## src/rtl/divider_feeder.sv

```systemverilog
// Operand-queueing front end for the 8-bit sequential divider: buffers (N, D)
// pairs, issues one job at a time, and returns quotient/remainder in order.
module divider_feeder #(
  parameter int DEPTH = 4
) (
  input  logic       CLK,
  input  logic       reset,
  // operand stream
  input  logic       in_valid,
  output logic       in_ready,
  input  logic [7:0] in_N,
  input  logic [7:0] in_D,
  // result stream
  output logic       res_valid,
  input  logic       res_ready,
  output logic [7:0] res_Q,
  output logic [7:0] res_R,
  output logic       res_dz,
  output logic       busy,
  // divider handshake
  output logic       div_start,
  output logic [7:0] div_N,
  output logic [7:0] div_D,
  input  logic       div_idle,
  input  logic       div_finish,
  input  logic [7:0] div_Q,
  input  logic [7:0] div_R
);

  localparam int AW = (DEPTH > 1) ? $clog2(DEPTH) : 1;
  localparam int CW = $clog2(DEPTH + 1);
  localparam logic [CW-1:0] FULL_COUNT = CW'(DEPTH);

  typedef enum logic [1:0] {
    IDLE,
    ISSUE,
    BUSY
  } state_t;

  state_t        state_reg, state_next;

  logic [15:0]   fifo_mem [DEPTH];
  logic [AW-1:0] wr_ptr_reg, rd_ptr_reg;
  logic [CW-1:0] count_reg, count_next;
  logic [7:0]    head_n, head_d;
  logic          fifo_empty;
  logic          push, pop;

  logic          res_valid_reg;
  logic [7:0]    res_q_reg, res_r_reg;
  logic          res_dz_reg;
  logic          slot_free;
  logic          slot_wr;
  logic [7:0]    slot_q, slot_r;
  logic          slot_dz;

  logic [7:0]    div_n_reg, div_d_reg;
  logic          load_op;

  // ------------------------------------------------------------------
  // Operand FIFO
  // ------------------------------------------------------------------
  assign in_ready   = (count_reg != FULL_COUNT);
  assign fifo_empty = (count_reg == '0);
  assign push       = in_valid & in_ready;

  // The head must be visible the cycle after a push, so the small array is
  // read asynchronously (distributed RAM rather than a block RAM).
  assign {head_n, head_d} = fifo_mem[rd_ptr_reg];

  always_ff @(posedge CLK) begin
    if (push) begin
      fifo_mem[wr_ptr_reg] <= {in_N, in_D};
    end
  end

  always_comb begin
    count_next = count_reg;
    case ({push, pop})
      2'b10:   count_next = count_reg + CW'(1);
      2'b01:   count_next = count_reg - CW'(1);
      default: count_next = count_reg;
    endcase
  end

  always_ff @(posedge CLK) begin
    if (reset) begin
      wr_ptr_reg <= '0;
      rd_ptr_reg <= '0;
      count_reg  <= '0;
    end else begin
      count_reg <= count_next;
      if (push) begin
        wr_ptr_reg <= wr_ptr_reg + AW'(1);
      end
      if (pop) begin
        rd_ptr_reg <= rd_ptr_reg + AW'(1);
      end
    end
  end

  // ------------------------------------------------------------------
  // Issue FSM
  // ------------------------------------------------------------------
  assign slot_free = !res_valid_reg | res_ready;

  always_comb begin
    state_next = state_reg;
    pop        = 1'b0;
    load_op    = 1'b0;
    slot_wr    = 1'b0;
    slot_q     = div_Q;
    slot_r     = div_R;
    slot_dz    = 1'b0;
    div_start  = 1'b0;
    case (state_reg)
      IDLE: begin
        if (!fifo_empty && slot_free) begin
          if (head_d == 8'd0) begin
            // Divide-by-zero never reaches the divider.
            pop     = 1'b1;
            slot_wr = 1'b1;
            slot_q  = 8'hFF;
            slot_r  = head_n;
            slot_dz = 1'b1;
          end else if (div_idle) begin
            pop        = 1'b1;
            load_op    = 1'b1;
            state_next = ISSUE;
          end
        end
      end
      ISSUE: begin
        div_start  = 1'b1;
        state_next = BUSY;
      end
      BUSY: begin
        // Only one job is ever outstanding, so the slot is empty here.
        if (div_finish) begin
          slot_wr    = 1'b1;
          state_next = IDLE;
        end
      end
      default: begin
        state_next = IDLE;
      end
    endcase
  end

  always_ff @(posedge CLK) begin
    if (reset) begin
      state_reg <= IDLE;
    end else begin
      state_reg <= state_next;
    end
  end

  // ------------------------------------------------------------------
  // Operand registers held for the whole divider job
  // ------------------------------------------------------------------
  always_ff @(posedge CLK) begin
    if (reset) begin
      div_n_reg <= 8'd0;
      div_d_reg <= 8'd0;
    end else if (load_op) begin
      div_n_reg <= head_n;
      div_d_reg <= head_d;
    end
  end

  assign div_N = div_n_reg;
  assign div_D = div_d_reg;

  // ------------------------------------------------------------------
  // Result slot
  // ------------------------------------------------------------------
  always_ff @(posedge CLK) begin
    if (reset) begin
      res_valid_reg <= 1'b0;
      res_q_reg     <= 8'd0;
      res_r_reg     <= 8'd0;
      res_dz_reg    <= 1'b0;
    end else if (slot_wr) begin
      res_valid_reg <= 1'b1;
      res_q_reg     <= slot_q;
      res_r_reg     <= slot_r;
      res_dz_reg    <= slot_dz;
    end else if (res_ready) begin
      res_valid_reg <= 1'b0;
    end
  end

  assign res_valid = res_valid_reg;
  assign res_Q     = res_q_reg;
  assign res_R     = res_r_reg;
  assign res_dz    = res_dz_reg;

  assign busy = (state_reg != IDLE) || !fifo_empty;

endmodule

```

## config.mk

```make
export PLATFORM = sky130hd
export DESIGN_NAME = divider_feeder
export DESIGN_NICKNAME = d
export VERILOG_FILES = /design/src/rtl/divider_feeder.sv
export SDC_FILE = /design/constraint.sdc
export NUM_CORES = 1
export LEC_CHECK = 0
export BUFFER_PORTS_ARGS = -buffer_cell sky130_fd_sc_hd__buf_2
export CAP_MARGIN = 10
export CORE_MARGIN = 2
export CORE_UTILIZATION = 40
export CTS_CLUSTER_SIZE = 40
export DETAILED_ROUTE_END_ITERATION = 8
export PLACE_DENSITY_LB_ADDON = 0.25
export SLEW_MARGIN = 20
export SYNTH_ARGS = -nofsm -noshare
export SYNTH_HDL_FRONTEND = slang
export SYNTH_SLANG_ARGS = --single-unit
```

## constraint.sdc

```tcl
create_clock -name CLK -period 2.7 [get_ports CLK]
set_input_delay 0.27 -clock CLK [delete_from_list [all_inputs] [get_ports CLK]]
set_output_delay 0.27 -clock CLK [all_outputs]
set_load 0.02 [all_outputs]
```

# Yosys cells after proc, flatten, opt, wreduce, memory -nomap -nowiden
# Memory sizes are Yosys's and may differ from the RTL's. A register that Yosys moved wholly into a read port is not among the register bits.
# Index checks and enable logic that the tools add are counted.
[totals]
regBits = 43
mem_bits_rw = 64
in_bits = 38
output_inout_bits = 37
wordCells = 68
mem_count = 1
[classes]
addsub = 4
eq_ne = 9
muxes = 31
bitwise_logic = 2
reduce_logical = 11
[mem_list]
columns = ["name", "depth", "width", "read_ports", "rd_ports_with_merged_regs", "write_ports", "line", "text"]
rows = [
  ["fifo_mem", 4, 16, 1, 1, 1, "42", "logic [15:0] fifo_mem [DEPTH];"],
]
[op_table]
columns = ["cell", "count"]
rows = [
  ["$mux W8", 6],
  ["$mux W1", 16],
  ["$mux W2", 6],
  ["$logic_not A8 Y1", 1],
  ["$ne A2 B2 Y1 const B", 4],
  ["$pmux W2 S3", 1],
  ["$pmux W3 S2", 1],
  ["$reduce_bool A2 Y1", 3],
  ["$add A2 B1 Y2 const B", 2],
  ["$eq A2 B1 Y1 const B", 2],
  ["$eq A2 B2 Y1 const B", 2],
  ["$reduce_and A4 Y1", 1],
  ["$add A3 B1 Y3 const B", 1],
  ["$logic_not A3 Y1", 1],
  ["$ne A3 B3 Y1 const B", 1],
  ["$sub A3 B1 Y3 const B", 1],
  ["$logic_not A1 Y1", 2],
  ["$logic_not A2 Y1", 1],
  ["$pmux W1 S2", 1],
  ["$and A1 B1 Y1", 1],
  ["$logic_and A1 B1 Y1", 1],
  ["$logic_or A1 B1 Y1", 1],
  ["$or A1 B1 Y1", 1],
]

# Logic depth before layout (Yosys ltp)
# Gate-level depths: netlist (run 1).
[depth]
depth_word = 7
ltp_mapped = 12
mapped_depth_nobuf = 10

# Worst setup path after synthesis (run 1)
# OpenSTA, ideal clock, no wires.
[synth_timing]
path_kind = "register -> register"
start = "reg (tool-made name)"
end = "reg count_reg[2]"
setup_time_ps = 71
t_arrival_ps = 2915
required_time_ps = 2629
slack_ps = -286
path_stages_with_launch = 13
path_buffers = 2
synth_period_minus_slack_ps = 2986
cell_sequence = "dfxtp_1 clkbuf_1 clkbuf_1 mux4_2 nor4_2 a21oi_1 nor2_1 ha_1 inv_1 fa_1 xor2_1 or3_1 a21oi_1"
[synth_lines]
columns = ["element", "line", "text"]
rows = [
  ["end signal, assigned", "92", "count_reg <= count_next;"],
  ["end, declared", "44", "logic [CW-1:0] count_reg, count_next;"],
]

==> results.sh, run 1 <==
export IMPL_status="finished, violations left"
export IMPL_violations="setup timing"
export IMPL_num_nets_final=466
export IMPL_fmax_ghz=0.358
export IMPL_p_per_area_nw_per_um2=884
export IMPL_netSwitchingPower_w=0.00146
export IMPL_cellLeakagePower_nw=2.12
export IMPL_worst_pin_slew_ns=0.800
export IMPL_yosysWarnings=0
export IMPL_maxSlewViolCount=0
export IMPL_dp_final_hpwl_um=6210
export IMPL_cts_clk_slew_worst_paths_ns=0.09
export IMPL_whs_path_depth=1
export IMPL_syn_area_sq_um=4460
export IMPL_start_util=0.412
export IMPL_grt_start_max_net_pins=38
export IMPL_drc=0
export IMPL_routed_wl_um=9200
export IMPL_cts_root_buffer="clkbuf_8"
export IMPL_yosysSeqAreaShare=0.633
export IMPL_final_cell_mix="buf_2 (74), edfxtp_1 (64), nand2_1 (53)"
export IMPL_slew_headroom=0.462
export IMPL_synth_top_area_cell="edfxtp_1"
export IMPL_grt_usage=0.162
export IMPL_vias_per_cell=4.99
export IMPL_stdcell_count=566
export IMPL_r2r_slack_ns=-0.1
export IMPL_overflow=0
export IMPL_gp_congestion=0.803
export IMPL_finalHoldViolations=0
export IMPL_path_max_fanout=9
export IMPL_rsz0062_at_grt="yes"
export IMPL_htree_levels=3
export IMPL_worstPathRequired_ns=3.00
export IMPL_placed_area_sq_um=5170
export IMPL_die_h_um=110
export IMPL_synthDistinctLibCells=44
export IMPL_ant_nets=0
export IMPL_clock_path_buffers=2
export IMPL_coreArea_sq_um=10800
export IMPL_fin_hold_ws_ns=0.115
export IMPL_antennaDiodeCount=0
export IMPL_ys_seq_elements=109
export IMPL_drtIter0Drc=152
export IMPL_first_pass_iters=4
export IMPL_reg2reg_depth=11
export IMPL_final_common_cell="buf_2"
export IMPL_cp_slowest_stage_delay_ns=0.55
export IMPL_cap_violations=0
export IMPL_irDropWorstVdd_mv=0.345
export IMPL_dp_cells=547
export IMPL_final_setup_skew_ns=0.00578
export IMPL_synthesis_nets=366
export IMPL_fin_crit_sh=1.04
export IMPL_worstPathCellList="buf_12, mux4_2, nor4_4, a21oi_1, nor2_1, ha_2, inv_2, fa_2, xor2_1, or3_1, a21oi_2"
export IMPL_final_area_sq_um=5430
export IMPL_wire_per_inst_um=16.2
export IMPL_setup_viol=1
export IMPL_setup_tns_ns=-0.0960
export IMPL_grt_pass1_wl_um=14300
export IMPL_dpl_worst_slack_ns=-0.193
export IMPL_regArea_sq_um=2820
export IMPL_largest_register_ff_count=64
export IMPL_hp_class="in -> reg"
export IMPL_nFillCells=964
export IMPL_sw_frac_of_total=0.305
export IMPL_combPwrFrac=0.339
export IMPL_io_pins=75
export IMPL_setup_slack_ns=-0.0960
export IMPL_pwr_share_seq=0.438
export IMPL_rr_endpoint="count_reg[2]"
export IMPL_min_period_ns=2.80
export IMPL_antenna_found_initial=0
export IMPL_die_area_sq_um=12000
export IMPL_start_kind="register"
export IMPL_crit_end="count_reg[2]"
export IMPL_cp_arrival_ns=3.10
export IMPL_clkPwrFrac=0.223
export IMPL_yosysTopAreaCellShare=0.431
export IMPL_synth_cells=322
export IMPL_end_kind="register"
export IMPL_numClockSinks=109
export IMPL_drive_gt1_frac=0.354
export IMPL_avgSynthCellArea_sq_um=13.9
export IMPL_num_vias=2827
export IMPL_numCtsBuffers=9
export IMPL_synthTopCellsByArea="edfxtp_1 (43%), dfxtp_1 (20%), mux4_1 (5.3%)"
export IMPL_internal_power_w=0.00333
export IMPL_insertion_delay_ns=0.37
export IMPL_top_register="fifo_mem"
export IMPL_hold_buffers=0
export IMPL_num_rows=38
export IMPL_area_growth_pct=21.7
export IMPL_multi_input_area_sq_um=1550
export IMPL_portBuffers=74
export IMPL_dieWidth_um=110
export IMPL_grt_pass1_vias=2798
export IMPL_cpMaxStageDelayCell="mux4_2"
export IMPL_cts_tree="done"
export IMPL_critPathKind="reg -> reg"
## cell families after synthesis
logic type,synth area share
simple gates,0.124
flops,0.633
mux,0.152
compound gates,0.0407
buf+inv,0.0261
fa+ha+maj,0.0185
xor+xnor,0.00589
## metal layers
metal | vias to the layer above | wire [um] | global-route usage | part of all wire
li1 | 1380 | - | - | -
met1 | 1368 | 4280 | 0.208 | 0.46
met2 | 66 | 4310 | 0.264 | 0.47
met3 | 13 | 459 | 0.0409 | 0.050
met4 | 0 | 149 | 0.0651 | 0.016
met5 | - | 0 | 0 | 0
## timing repair
| item | in CTS | in global routing |
|---|---|---|
| setup endpoints to repair | 1 | 2 |
| gates resized for setup | 5 | 0 |
| pin swaps | 3 | 1 |
| setup buffers | 1 | 3 |
## synth_stat cells, drive strengths merged
cell type,count
a21boi,1
a21oi,13
a311oi,1
a31oi,8
and2,8
and3,4
and3b,1
buf,5
clkbuf,10
dfxtp,45
edfxtp,64
fa,1
ha,5
inv,9
mux2,14
mux2i,10
mux4,16
nand2,53
nand3,4
nand3b,1
nand4,2
nor2,13
nor2b,9
nor3,4
nor3b,1
nor4,5
o2111ai,1
o211ai,2
o21ai,3
or2,1
or3,2
or3b,1
or4,2
xnor2,1
xor2,2
## power groups by stage
stage          logic [W]  clock network, W  registers (W)
4_1_cts          0.00162           0.00110        0.00210
3_5_place_dp     0.00160                 0        0.00214
6_report         0.00163           0.00107        0.00210
5_1_grt          0.00177           0.00117        0.00213
3_3_place_gp     0.00157                 0        0.00213
2_1_floorplan   0.000960                 0        0.00221
## per-stage QoR
stage / util / power (W)
after floorplan: - / 0.00317
after global placement: 0.477 / 0.00370
after detailed placement: 0.477 / 0.00374
after CTS: 0.499 / 0.00482
after global routing: 0.501 / 0.00506
final: 0.501 / 0.00480
## worst min-delay path by stage
stage,start,to,slack [ns]
2_1_floorplan,in_D[0],fifo_mem[0][0],0.37
3_3_place_gp,res_dz,res_dz,0.44
3_5_place_dp,div_D[6],div_D[6],0.45
4_1_cts,in_D[7],fifo_mem[3][7],0.09
5_1_grt,in_N[1],fifo_mem[2][9],0.1
6_report,in_N[5],fifo_mem[1][13],0.11
## worst max-delay path, delay by kind of cell, from the launching register on
| family | cells | cell delay, ns |
|---|---|---|
| simple gates | 3 | 0.77 |
| flops | 1 | 0.35 |
| compound gates | 2 | 0.23 |
| buf+inv | 2 | 0.17 |
| xor+xnor | 1 | 0.16 |
| fa+ha+maj | 2 | 0.51 |
| mux | 1 | 0.55 |
## final cells by class
class                      count  area share
sequential                   109       0.520
clock buffer                  11      0.0260
timing repair buffer         104       0.117
inverter                       9     0.00622
multi-input combinational    189       0.285
tap                          140      0.0323
clock inverter                 4      0.0134
Note: power is estimated with default switching activity, not from simulation.
==> run 2, diff against run 1 <==
--- a/config.mk
+++ b/config.mk
@@ -12,6 +12,7 @@
 export CTS_CLUSTER_SIZE = 40
 export DETAILED_ROUTE_END_ITERATION = 8
 export PLACE_DENSITY_LB_ADDON = 0.25
+export SKIP_CTS_REPAIR_TIMING = 1
 export SLEW_MARGIN = 20
 export SYNTH_ARGS = -nofsm -noshare
 export SYNTH_HDL_FRONTEND = slang
==> run 2 against run 1 <==
The run still ends with setup timing left. Worst hold slack better by 0.0023 ns. Non-clock buffer count did not move. Highest routed layer unchanged. Global-route usage is essentially flat. Setup slack worse by 0.021 ns. First-iteration DRC count is 24% lower. Cell count did not move.
==> results.sh, run 2 (synthesis gave the netlist of run 1 again) <==
export IMPL_cts_root_buffer="clkbuf_8"
export IMPL_grt_start_max_net_pins=38
export IMPL_critPathKind="reg -> reg"
export IMPL_drc=0
export IMPL_top_register="fifo_mem"
export IMPL_start_kind="register"
export IMPL_ant_nets=0
export IMPL_dieWidth_um=110
export IMPL_p_per_area_nw_per_um2=886
export IMPL_routed_wl_um=9180
export IMPL_irDropWorstVdd_mv=0.342
export IMPL_sw_frac_of_total=0.305
export IMPL_status="finished, violations left"
export IMPL_setup_slack_ns=-0.117
export IMPL_largest_register_ff_count=64
export IMPL_drive_gt1_frac=0.359
export IMPL_htree_levels=3
export IMPL_io_pins=75
export IMPL_final_common_cell="buf_2"
export IMPL_dp_final_hpwl_um=6210
export IMPL_cp_arrival_ns=3.12
export IMPL_portBuffers=74
export IMPL_fmax_ghz=0.355
export IMPL_die_area_sq_um=12000
export IMPL_hp_class="in -> reg"
export IMPL_finalHoldViolations=0
export IMPL_cap_violations=0
export IMPL_grt_pass1_vias=2795
export IMPL_first_pass_iters=4
export IMPL_final_cell_mix="buf_2 (74), edfxtp_1 (64), nand2_1 (53)"
export IMPL_end_kind="register"
export IMPL_maxSlewViolCount=0
export IMPL_placed_area_sq_um=5170
export IMPL_vias_per_cell=4.99
export IMPL_wire_per_inst_um=16.2
export IMPL_cellLeakagePower_nw=2.12
export IMPL_cts_clk_slew_worst_paths_ns=0.09
export IMPL_gp_congestion=0.803
export IMPL_netSwitchingPower_w=0.00147
export IMPL_worst_pin_slew_ns=0.805
export IMPL_rsz0062_at_grt="yes"
export IMPL_nFillCells=969
export IMPL_internal_power_w=0.00334
export IMPL_clkPwrFrac=0.222
export IMPL_worstPathRequired_ns=3.00
export IMPL_fin_hold_ws_ns=0.117
export IMPL_grt_pass1_wl_um=14300
export IMPL_grt_usage=0.162
export IMPL_num_vias=2827
export IMPL_num_rows=38
export IMPL_antenna_found_initial=0
export IMPL_pwr_share_seq=0.437
export IMPL_insertion_delay_ns=0.37
export IMPL_numCtsBuffers=9
export IMPL_start_util=0.412
export IMPL_drtIter0Drc=115
export IMPL_fin_crit_sh=1.04
export IMPL_area_growth_pct=21.8
export IMPL_antennaDiodeCount=0
export IMPL_final_setup_skew_ns=0.00804
export IMPL_min_period_ns=2.82
export IMPL_slew_headroom=0.458
export IMPL_num_nets_final=466
export IMPL_final_area_sq_um=5440
export IMPL_die_h_um=110
export IMPL_combPwrFrac=0.341
export IMPL_violations="setup timing"
export IMPL_overflow=0
export IMPL_coreArea_sq_um=10800
export IMPL_path_max_fanout=9
export IMPL_clock_path_buffers=2
export IMPL_numClockSinks=109
export IMPL_setup_viol=1
export IMPL_cts_tree="done"
-- run 2: cell counts in the layout (fill, tap and decap cells not counted) --
No cell type changed its count.
-- run 2: worst max-delay path: stages, from the launching register on --
cell,delay [ns]
dfxtp_2,0.35
buf_12,0.13
mux4_2,0.55
nor4_4,0.33
a21oi_1,0.11
nor2_1,0.10
ha_2,0.19
inv_2,0.04
fa_2,0.32
xor2_1,0.16
or3_1,0.33
a21oi_2,0.14
-- run 2: final timing paths --
kind	to	slack (ns)	cells past startpoint	from
worst min register to register	div_D[4]	0.46	2	div_D[4]
worst max register to register	count_reg[2]	-0.12	11	register
worst min-delay path	fifo_mem[3][9]	0.12	1	in_N[1]
worst max-delay path	count_reg[2]	-0.12	11	register
-- run 2: area by class of cell --
class / count / area [sq um] / area share
Multi-Input combinational cell: 189 / 1560 / 0.286
Timing Repair Buffer: 104 / 633 / 0.116
Tap cell: 140 / 175 / 0.0322
Sequential cell: 109 / 2820 / 0.520
Clock inverter: 4 / 72.6 / 0.0134
Inverter: 9 / 33.8 / 0.00622
Clock buffer: 11 / 141 / 0.0260
-- run 2: per-layer routing --
| metal | vias to the layer above | part of all wire | track usage |
|---|---|---|---|
| met5 | - | 0 | 0 |
| met4 | 0 | 0.017 | 0.0651 |
| met3 | 13 | 0.049 | 0.0409 |
| met2 | 69 | 0.47 | 0.262 |
| met1 | 1368 | 0.47 | 0.209 |
| li1 | 1377 | - | - |
-- run 2: through the flow --
step / setup WS (ns) / util / cells / power (W) / TNS [ns]
floorplan: -0.120 / - / 322 / 0.00317 / -0.120
global placement: -0.102 / 0.477 / 547 / 0.00370 / -0.102
detailed placement: -0.193 / 0.477 / 547 / 0.00374 / -0.193
CTS: -0.223 / 0.497 / 562 / 0.00481 / -0.223
global route: -0.250 / 0.501 / 566 / 0.00508 / -0.265
finish: -0.117 / 0.501 / 566 / 0.00481 / -0.117
-- run 2: power by group through the flow --
stage / Clock [W] / Combinational [W] / Sequential [W]
after floorplan: 0 / 0.000960 / 0.00221
after global placement: 0 / 0.00157 / 0.00213
after detailed placement: 0 / 0.00160 / 0.00214
after CTS: 0.00110 / 0.00160 / 0.00210
after global routing: 0.00117 / 0.00179 / 0.00213
final: 0.00107 / 0.00164 / 0.00210
